$ cat src/rtl/move_eval_seq.sv
// move_eval_seq: walks a move list one candidate at a time, presents each
// board/move to the evaluate and board_attack stages, and keeps the best
// result for the side to move.
//
// Optional feature macro: EVAL_TIMEOUT_EN adds an EVAL watchdog and a sticky
// timeout output. Without it, EVAL waits for eval_valid indefinitely.
//
// Board width comes from the `BOARD_WIDTH macro (defaults to 64 here).
//
// Handshake: board_valid is a level that stays high for the whole EVAL state;
// the first cycle with board_valid=1 and eval_valid=1 transfers one result.
// eval_valid seen while board_valid=0 carries no meaning and is dropped.
`ifndef BOARD_WIDTH
`define BOARD_WIDTH 64
`endif

module move_eval_seq #(
  parameter int EVAL_WIDTH      = 24,
  parameter int UCI_WIDTH       = 16,
  parameter int MOVE_ADDR_WIDTH = 8
) (
  input  logic                         clk,
  input  logic                         reset,
  input  logic                         start,
  input  logic [MOVE_ADDR_WIDTH-1:0]   move_count,
  input  logic                         white_to_move,
  output logic [MOVE_ADDR_WIDTH-1:0]   move_addr,
  input  logic [`BOARD_WIDTH-1:0]      move_board,
  input  logic [UCI_WIDTH-1:0]         move_uci,
  output logic [`BOARD_WIDTH-1:0]      board_out,
  output logic [UCI_WIDTH-1:0]         uci_out,
  output logic                         board_valid,
  output logic                         clear_eval,
  output logic                         clear_attack,
  input  logic signed [EVAL_WIDTH-1:0] eval,
  input  logic                         eval_valid,
  output logic signed [EVAL_WIDTH-1:0] best_eval,
  output logic [UCI_WIDTH-1:0]         best_uci,
  output logic [MOVE_ADDR_WIDTH-1:0]   best_index,
  output logic                         busy,
  output logic                         done,
`ifdef EVAL_TIMEOUT_EN
  output logic                         timeout,
`endif
  output logic [2:0]                   state_dbg_o
);

  typedef enum logic [2:0] {
    S_IDLE  = 3'd0,
    S_FETCH = 3'd1,
    S_LOAD  = 3'd2,
    S_EVAL  = 3'd3,
    S_CLEAR = 3'd4,
    S_DONE  = 3'd5
  } state_t;

  state_t                         state_q, state_d;
  logic [MOVE_ADDR_WIDTH-1:0]     idx_q;
  logic [MOVE_ADDR_WIDTH-1:0]     count_q;
  logic                           wtm_q;
  logic [`BOARD_WIDTH-1:0]        board_q;
  logic [UCI_WIDTH-1:0]           uci_q;
  logic signed [EVAL_WIDTH-1:0]   best_eval_q;
  logic [UCI_WIDTH-1:0]           best_uci_q;
  logic [MOVE_ADDR_WIDTH-1:0]     best_index_q;
  logic                           have_best_q;

  logic start_go;
  logic accept;
  logic better;
  logic last_move;
  logic eval_exit;

  assign start_go  = (state_q == S_IDLE) && start;
  assign accept    = (state_q == S_EVAL) && eval_valid;
  // The first accepted result always wins; afterwards only a strict
  // improvement for the side to move replaces it, so ties keep the earlier index.
  assign better    = !have_best_q ||
                     (wtm_q ? (eval > best_eval_q) : (eval < best_eval_q));
  // Widened by one bit so the increment can never wrap before the compare.
  assign last_move = ({1'b0, idx_q} + (MOVE_ADDR_WIDTH+1)'(1)) >= {1'b0, count_q};

`ifdef EVAL_TIMEOUT_EN
  logic [9:0] wd_q;
  logic       timeout_q;
  logic       wd_expire;

  assign wd_expire = (state_q == S_EVAL) && !eval_valid && (wd_q == 10'd1023);
  assign eval_exit = eval_valid || wd_expire;

  // Watchdog counts cycles spent in EVAL; restarts from zero on every entry.
  always_ff @(posedge clk or posedge reset) begin
    if (reset) begin
      wd_q <= '0;
    end else if (state_q == S_EVAL) begin
      wd_q <= wd_q + 10'd1;
    end else begin
      wd_q <= '0;
    end
  end

  // Sticky timeout flag: set when a move is skipped, cleared by the next start.
  always_ff @(posedge clk or posedge reset) begin
    if (reset) begin
      timeout_q <= 1'b0;
    end else if (start_go) begin
      timeout_q <= 1'b0;
    end else if (wd_expire) begin
      timeout_q <= 1'b1;
    end
  end

  assign timeout = timeout_q;
`else
  assign eval_exit = eval_valid;
`endif

  // State register.
  always_ff @(posedge clk or posedge reset) begin
    if (reset) begin
      state_q <= S_IDLE;
    end else begin
      state_q <= state_d;
    end
  end

  // Next-state logic.
  always_comb begin
    state_d = state_q;
    case (state_q)
      S_IDLE:  if (start) state_d = (move_count != '0) ? S_FETCH : S_DONE;
      S_FETCH: state_d = S_LOAD;
      S_LOAD:  state_d = S_EVAL;
      S_EVAL:  if (eval_exit) state_d = S_CLEAR;
      S_CLEAR: state_d = last_move ? S_DONE : S_FETCH;
      S_DONE:  state_d = S_IDLE;
      default: state_d = S_IDLE;
    endcase
  end

  // State-decoded outputs.
  always_comb begin
    busy         = (state_q != S_IDLE);
    done         = (state_q == S_DONE);
    board_valid  = (state_q == S_EVAL);
    clear_eval   = (state_q == S_CLEAR);
    clear_attack = (state_q == S_CLEAR);
    move_addr    = (state_q == S_FETCH) ? idx_q : '0;
    state_dbg_o  = state_q;
  end

  // Datapath: sequence setup, move load, index advance and best tracking.
  always_ff @(posedge clk or posedge reset) begin
    if (reset) begin
      idx_q        <= '0;
      count_q      <= '0;
      wtm_q        <= 1'b0;
      board_q      <= '0;
      uci_q        <= '0;
      best_eval_q  <= '0;
      best_uci_q   <= '0;
      best_index_q <= '0;
      have_best_q  <= 1'b0;
    end else begin
      if (start_go) begin
        count_q      <= move_count;
        wtm_q        <= white_to_move;
        idx_q        <= '0;
        best_eval_q  <= '0;
        best_uci_q   <= '0;
        best_index_q <= '1;  // all-ones marks "no move chosen"
        have_best_q  <= 1'b0;
      end
      if (state_q == S_LOAD) begin
        board_q <= move_board;
        uci_q   <= move_uci;
      end
      if (accept && better) begin
        best_eval_q  <= eval;
        best_uci_q   <= uci_q;
        best_index_q <= idx_q;
        have_best_q  <= 1'b1;
      end
      if (state_q == S_CLEAR) begin
        idx_q <= idx_q + MOVE_ADDR_WIDTH'(1);
      end
    end
  end

  assign board_out  = board_q;
  assign uci_out    = uci_q;
  assign best_eval  = best_eval_q;
  assign best_uci   = best_uci_q;
  assign best_index = best_index_q;

endmodule

$ cat config.mk
export PLATFORM = sky130hd
export DESIGN_NAME = move_eval_seq
export DESIGN_NICKNAME = d
export VERILOG_FILES = /design/src/rtl/move_eval_seq.sv
export SDC_FILE = /design/constraint.sdc
export NUM_CORES = 1
export LEC_CHECK = 0
export ABC_CLOCK_PERIOD_IN_PS = 9450
export BUFFER_PORTS_ARGS = -buffer_cell sky130_fd_sc_hd__buf_2
export CAP_MARGIN = 25
export CORE_MARGIN = 10
export CORE_UTILIZATION = 53
export DETAILED_ROUTE_END_ITERATION = 10
export PLACE_DENSITY = 0.94
export SYNTH_ARGS = -nofsm -noshare
export SYNTH_HDL_FRONTEND = slang
export SYNTH_SLANG_ARGS = --single-unit
$ cat constraint.sdc
create_clock -name clk -period 9.45 [get_ports clk]
set_input_delay 2.835 -clock clk [delete_from_list [all_inputs] [get_ports clk]]
set_output_delay 2.835 -clock clk [all_outputs]
set_load 0.005 [all_outputs]
Yosys cells after proc, flatten, opt, wreduce, memory -nomap -nowiden
Index checks and enable logic that the tools add are counted.
- logic and storage cells: 50
- bits in latches: 0
- bits in writable memories: 0
- output and inout bits: 144
- bits in read-only memories: 0
- input bits: 117
- memories kept: 0
- flip-flop bits (word level): 149
- shift-type cells: 0
- reductions and logical operators: 11
- eq/ne operators: 7
- divide/modulo/power cells: 0
- $add $sub $neg: 2
- multiplexer cells: 17
- bitwise gates (word level): 0
- multipliers: 0
- $lt $le $gt $ge: 3
- operators with widths (cell ; number):
    24-bit two-way mux ; 2
    8-bit two-way mux ; 5
    16-bit two-way mux ; 2
    24-bit greater-than comparator ; 1
    24-bit less-than comparator ; 1
    3-bit case mux with 5 select lines ; 1
    3-bit two-way mux ; 4
    8-bit by 1-bit adder with 9-bit output, second input constant ; 1
    9-bit by 8-bit greater-or-equal comparator with 1-bit output ; 1
    8-bit by 1-bit adder with 8-bit output, second input constant ; 1
    8-bit nonzero test ; 1
    3-bit by 2-bit == test with 1-bit output, second input constant ; 2
    3-bit == test, second input constant ; 2
    2-bit nonzero test ; 2
    3-bit by 1-bit == test with 1-bit output, second input constant ; 1
    1-bit logical AND ; 3
    3-bit logical NOT ; 1
    1-bit two-way mux ; 3
    3-bit nonzero test ; 1
    2-bit by 1-bit inequality test with 1-bit output, second input constant ; 1
    2-bit inequality test, second input constant ; 1
    2-bit AND reduction ; 1
    1-bit logical NOT ; 1
    1-bit logical OR ; 1

Logic depth before layout (Yosys ltp)
- depth in word-level cells: 5
- mapped depth: 12
- gate-level depth less buffers: 10

Worst setup path before layout
No wires, ideal clock.
- kind: input -> register
- start: input eval[23]
- end: register best_index_q[0] (netlist: best_index[0])
- setup time: 0.125 ns
- path buffers: 1
- required time: 9.325 ns
- stages on the path: 10
- data arrival time: 5.181 ns
- path slack: 4.144 ns
- cell sequence: ha_1 nand4_1 nor4_2 nand3_1 o31a_1 or3b_1 a21o_1 nand4_4 buf_6 mux2_2
- word-level cells in the longest chain between the ends: 5
- elaborated cells on any way between the ends: 7
- classes of those cells: order compare: 2; mux: 2; reduce/logical: 3
- RTL lines (item ; line ; text):
    start, declared ; 35 ; input logic signed [EVAL_WIDTH-1:0] eval,
    24-bit less-than comparator / 24-bit greater-than comparator (equally long branches) ; 79 ; (wtm_q ? (eval > best_eval_q) : (eval < best_eval_q));
    1-bit two-way mux (*) ; 79 ;
    1-bit logical OR (*) ; 78 ; assign better = !have_best_q ||
    1-bit logical AND (*) ; 178 ; if (accept && better) begin
    8-bit two-way mux / 2-bit nonzero test (equally long branches) ; -- ;
    end signal, assigned ; 181 ; best_index_q <= idx_q;
    end, declared ; 65 ; logic [MOVE_ADDR_WIDTH-1:0] best_index_q;
Every way passes the cells marked *; elsewhere a longest branch is shown, timed or not.
A chain may end at the register's enable or synchronous reset.

Worst setup path in the final report
Same ends and word-level chain as after synthesis.

==> flow_summary.toml <==
[synthesis]
leading_register_cell_type_out_of_synthesis = "sky130_fd_sc_hd__dfrtp_1"
synth.ff_latch_count = 149
number_of_nets_produced_by_synthesis = 735
synth_cells = 585
yosysWarnings = 0
synth-async-reset-ratio_pct = 100
ys_seq_area_share_pct = 54.0
synth-edff-count = 0
synth.cell_area_mm2 = 0.00690
netlist-cell-type-count = 39
mean_instance_size_in_the_synthesized_netlist_um2 = 11.8

[sta]
final_hold_vio_count = 0
worst_slew_pin_slew_ns = 1.04
tns_ns = 0
slew_viol_final = 0
setup-violations-final = 0
timing.clock.skew_ns = 0.0130
relSlewSlack_pct = 30.7
fmax_mhz = 180
final_critical_path_required_period_ns = 5.56
rsz_0062_raised_after_global_routing = "false"
final_min_period_over_clock_period_pct = 58.8

[floorplan]
io-pin-count = 261
core_area_mm2 = 0.0127
number_of_core_rows = 41
die_w_um = 134
dieArea_mm2 = 0.0180
floorplan.initialDensity_pct = 54.5
die_height_um = 134

[place]
placedInstanceArea_mm2 = 0.00833
gp_routability_congestion = 0.806
place_hpwl_um = 14600
port_buffers = 260

[critical_path]
critPathKind = "in2reg"
arrival_time_worst_endpoint_ns = 5.85
timing.critical_path.slowest_stage_cell = "sky130_fd_sc_hd__ha_1"
crit_fanout = 32
timing.critical_path.cells = "buf_2, ha_1, nand4_1, nor4_2, nand3_1, o31a_1, or3b_1, a21o_1, nand4_4, buf_12, mux2_2"
cp.required_ns = 9.75
element_type_at_the_critical_path_end = "flip-flop"
crit_path_start_kind = "primary input"
timing.critical_path.slowest_cell_delay_ns = 0.37

[layout]
commonest_cells_after_routing_fill_and_taps_aside = "sky130_fd_sc_hd__buf_2, sky130_fd_sc_hd__dfrtp_1, sky130_fd_sc_hd__mux2_2"
net_count_final = 990
fillerInstances = 900
post-route-cell-area_mm2 = 0.00889
drive_gt1_share_pct = 46.9
antenna-diode-count = 0
layout.cells.most_common = "sky130_fd_sc_hd__buf_2"
flow.area_growth_from_synthesis_pct = 28.7

[clock_tree]
cts_sinks = 149
cts_buffers = 17
clock_transition_at_the_register_clock_pins_on_the_worst_setup_and_hold_paths_after_cts_ns = 0.06
htree_num_levels = 4
clk_path_buf_depth = 2
cts_tree = "built"
cts_resized = 0
clock_insertion_delay_worst_skew_ns = 0.42
ctsRootBufferMaster = "sky130_fd_sc_hd__clkbuf_16"
postCtsSetupBuffers = 0
cts_hold_buf = 0

[status]
run_status = "completed"

[hold_path]
holdCritPathClass = "reg2reg"

[global_routing]
grt-ovfl-total = 0
initial_antenna_violation_count = 0
grt_max_degree = 93
first_global_vias = 5891
groute.usage.overall_pct = 21.6
wire_length_of_the_first_global_routing_pass_um = 31100

[detailed_routing]
avgRoutedWirePerCell_um = 19.1
vias_per_cell = 5.26
detail_route.drc_violations = 0
route.final.wire_length_um = 19600
firstDrtPassIters = 4
drt.antenna.violating_nets = 0
vias = 5387
initialDrtViolationCount = 276

[power_and_ir_drop]
leakagePower_nw = 4.65
power_density_mw_per_mm2 = 357
max-vdd-ir-drop_mv = 0.193

[flow_run]
max_cap_violations = 0
report_power, final:
group          internal, mW  total (mW)  switching (mW)
sequential            0.954        1.16           0.202
clock                 0.393       0.648           0.254
combinational         0.698        1.37           0.671
cell type report:
| class | count | area, µm² | share of cell area [%] |
|---|---|---|---|
| clock inverters | 8 | 103 | 1.15 |
| inverters | 51 | 196 | 2.21 |
| flip-flops and latches | 149 | 3730 | 42.0 |
| multi-input cells | 357 | 2840 | 32.0 |
| well taps | 172 | 215 | 2.42 |
| repair buffers | 264 | 1340 | 15.1 |
| clock buffers | 23 | 458 | 5.15 |
stage by stage:
stage | setup slack (ns) | util, % | hold slack (ns) | instances | total power [mW]
5_1_grt | 3.80 | 70.1 | 0.517 | 1024 | 3.40
3_3_place_gp | 3.46 | 65.5 | 0.483 | 992 | 2.44
6_report | 3.89 | 70.1 | 0.499 | 1024 | 3.17
4_1_cts | 3.93 | 70.1 | 0.503 | 1024 | 3.21
3_5_place_dp | 3.49 | 65.7 | 0.490 | 993 | 2.53
2_1_floorplan | 2.61 | - | 0.479 | 585 | 1.98
critical path, delay by kind of cell:
family                     cells  cell delay (ns)
adders and majority gates      1             0.37
muxes                          1             0.36
AOI/OAI and AO/OA              2             0.53
buffers and inverters          2             0.39
and+or+nand+nor                5             1.34
sequential cells by signal, summed over array words and instances (netlist names):
register,count
state_dbg_o,3
board_out,64
best_uci,16
wtm_q,1
best_eval,24
best_index,8
count_q,8
idx_q,8
uci_out,16
have_best_q,1
layer usage:
metal  vias to the layer above  routed length [µm]  global-route usage (%)
met1                      2613                7070                    22.4
met5                         -                   0                       0
met2                       239                9990                    37.6
met4                         0                 204                    6.35
li1                       2519                   -                       -
met3                        16                2290                    11.1
worst paths after layout:
path | start | end | slack [ns] | cells past startpoint
worst max-delay path | eval[23] | best_index[0] | 3.89 | 11
worst min-delay path | board_out[23] | board_out[23] | 0.50 | 1
worst max register to register | best_eval[23] | best_index[0] | 6.03 | 11
worst min register to register | board_out[23] | board_out[23] | 0.50 | 1
max in group asynchronous | reset | best_eval[10] | 5.55 | 3
min in group asynchronous | reset | board_out[1] | 2.51 | 2
synthesized netlist by cell type (2+ instances only):
cell | n | share of area (%)
sky130_fd_sc_hd__a221oi_1 | 3 | 0.38
sky130_fd_sc_hd__nor2_1 | 7 | 0.38
sky130_fd_sc_hd__xnor2_1 | 3 | 0.38
sky130_fd_sc_hd__and2_1 | 8 | 0.72
sky130_fd_sc_hd__dfrtp_1 | 149 | 54
sky130_fd_sc_hd__buf_6 | 4 | 0.65
sky130_fd_sc_hd__and3_1 | 3 | 0.27
sky130_fd_sc_hd__nand2b_1 | 12 | 1.1
sky130_fd_sc_hd__nand4_1 | 4 | 0.36
sky130_fd_sc_hd__mux2_2 | 103 | 17
sky130_fd_sc_hd__ha_1 | 33 | 6.0
sky130_fd_sc_hd__mux2i_1 | 17 | 2.5
sky130_fd_sc_hd__nor4_1 | 3 | 0.27
sky130_fd_sc_hd__buf_1 | 3 | 0.16
sky130_fd_sc_hd__nand2_1 | 61 | 3.3
sky130_fd_sc_hd__nor3_1 | 3 | 0.22
sky130_fd_sc_hd__o21ai_0 | 24 | 1.7
sky130_fd_sc_hd__a21oi_1 | 35 | 2.5
sky130_fd_sc_hd__nand3_1 | 15 | 1.1
sky130_fd_sc_hd__nor3b_1 | 2 | 0.22
sky130_fd_sc_hd__inv_1 | 50 | 2.7
sky130_fd_sc_hd__nor2b_1 | 2 | 0.18
sky130_fd_sc_hd__xor2_1 | 3 | 0.38
sky130_fd_sc_hd__a21o_1 | 4 | 0.43
sky130_fd_sc_hd__and3b_1 | 2 | 0.25
sky130_fd_sc_hd__clkbuf_1 | 19 | 1.0
logic make-up (layout without fill, tap and decap cells):
family / Yosys count / after routing / synth area share [%]
compound gates: 72 / 72 / 5.82
xor+xnor: 6 / 6 / 0.761
fa+ha+maj: 33 / 33 / 5.98
buf+inv: 79 / 346 / 5.02
flops: 149 / 149 / 54.0
mux: 121 / 121 / 19.4
simple gates: 125 / 125 / 8.99
Note: power is estimated with default switching activity, not from simulation.
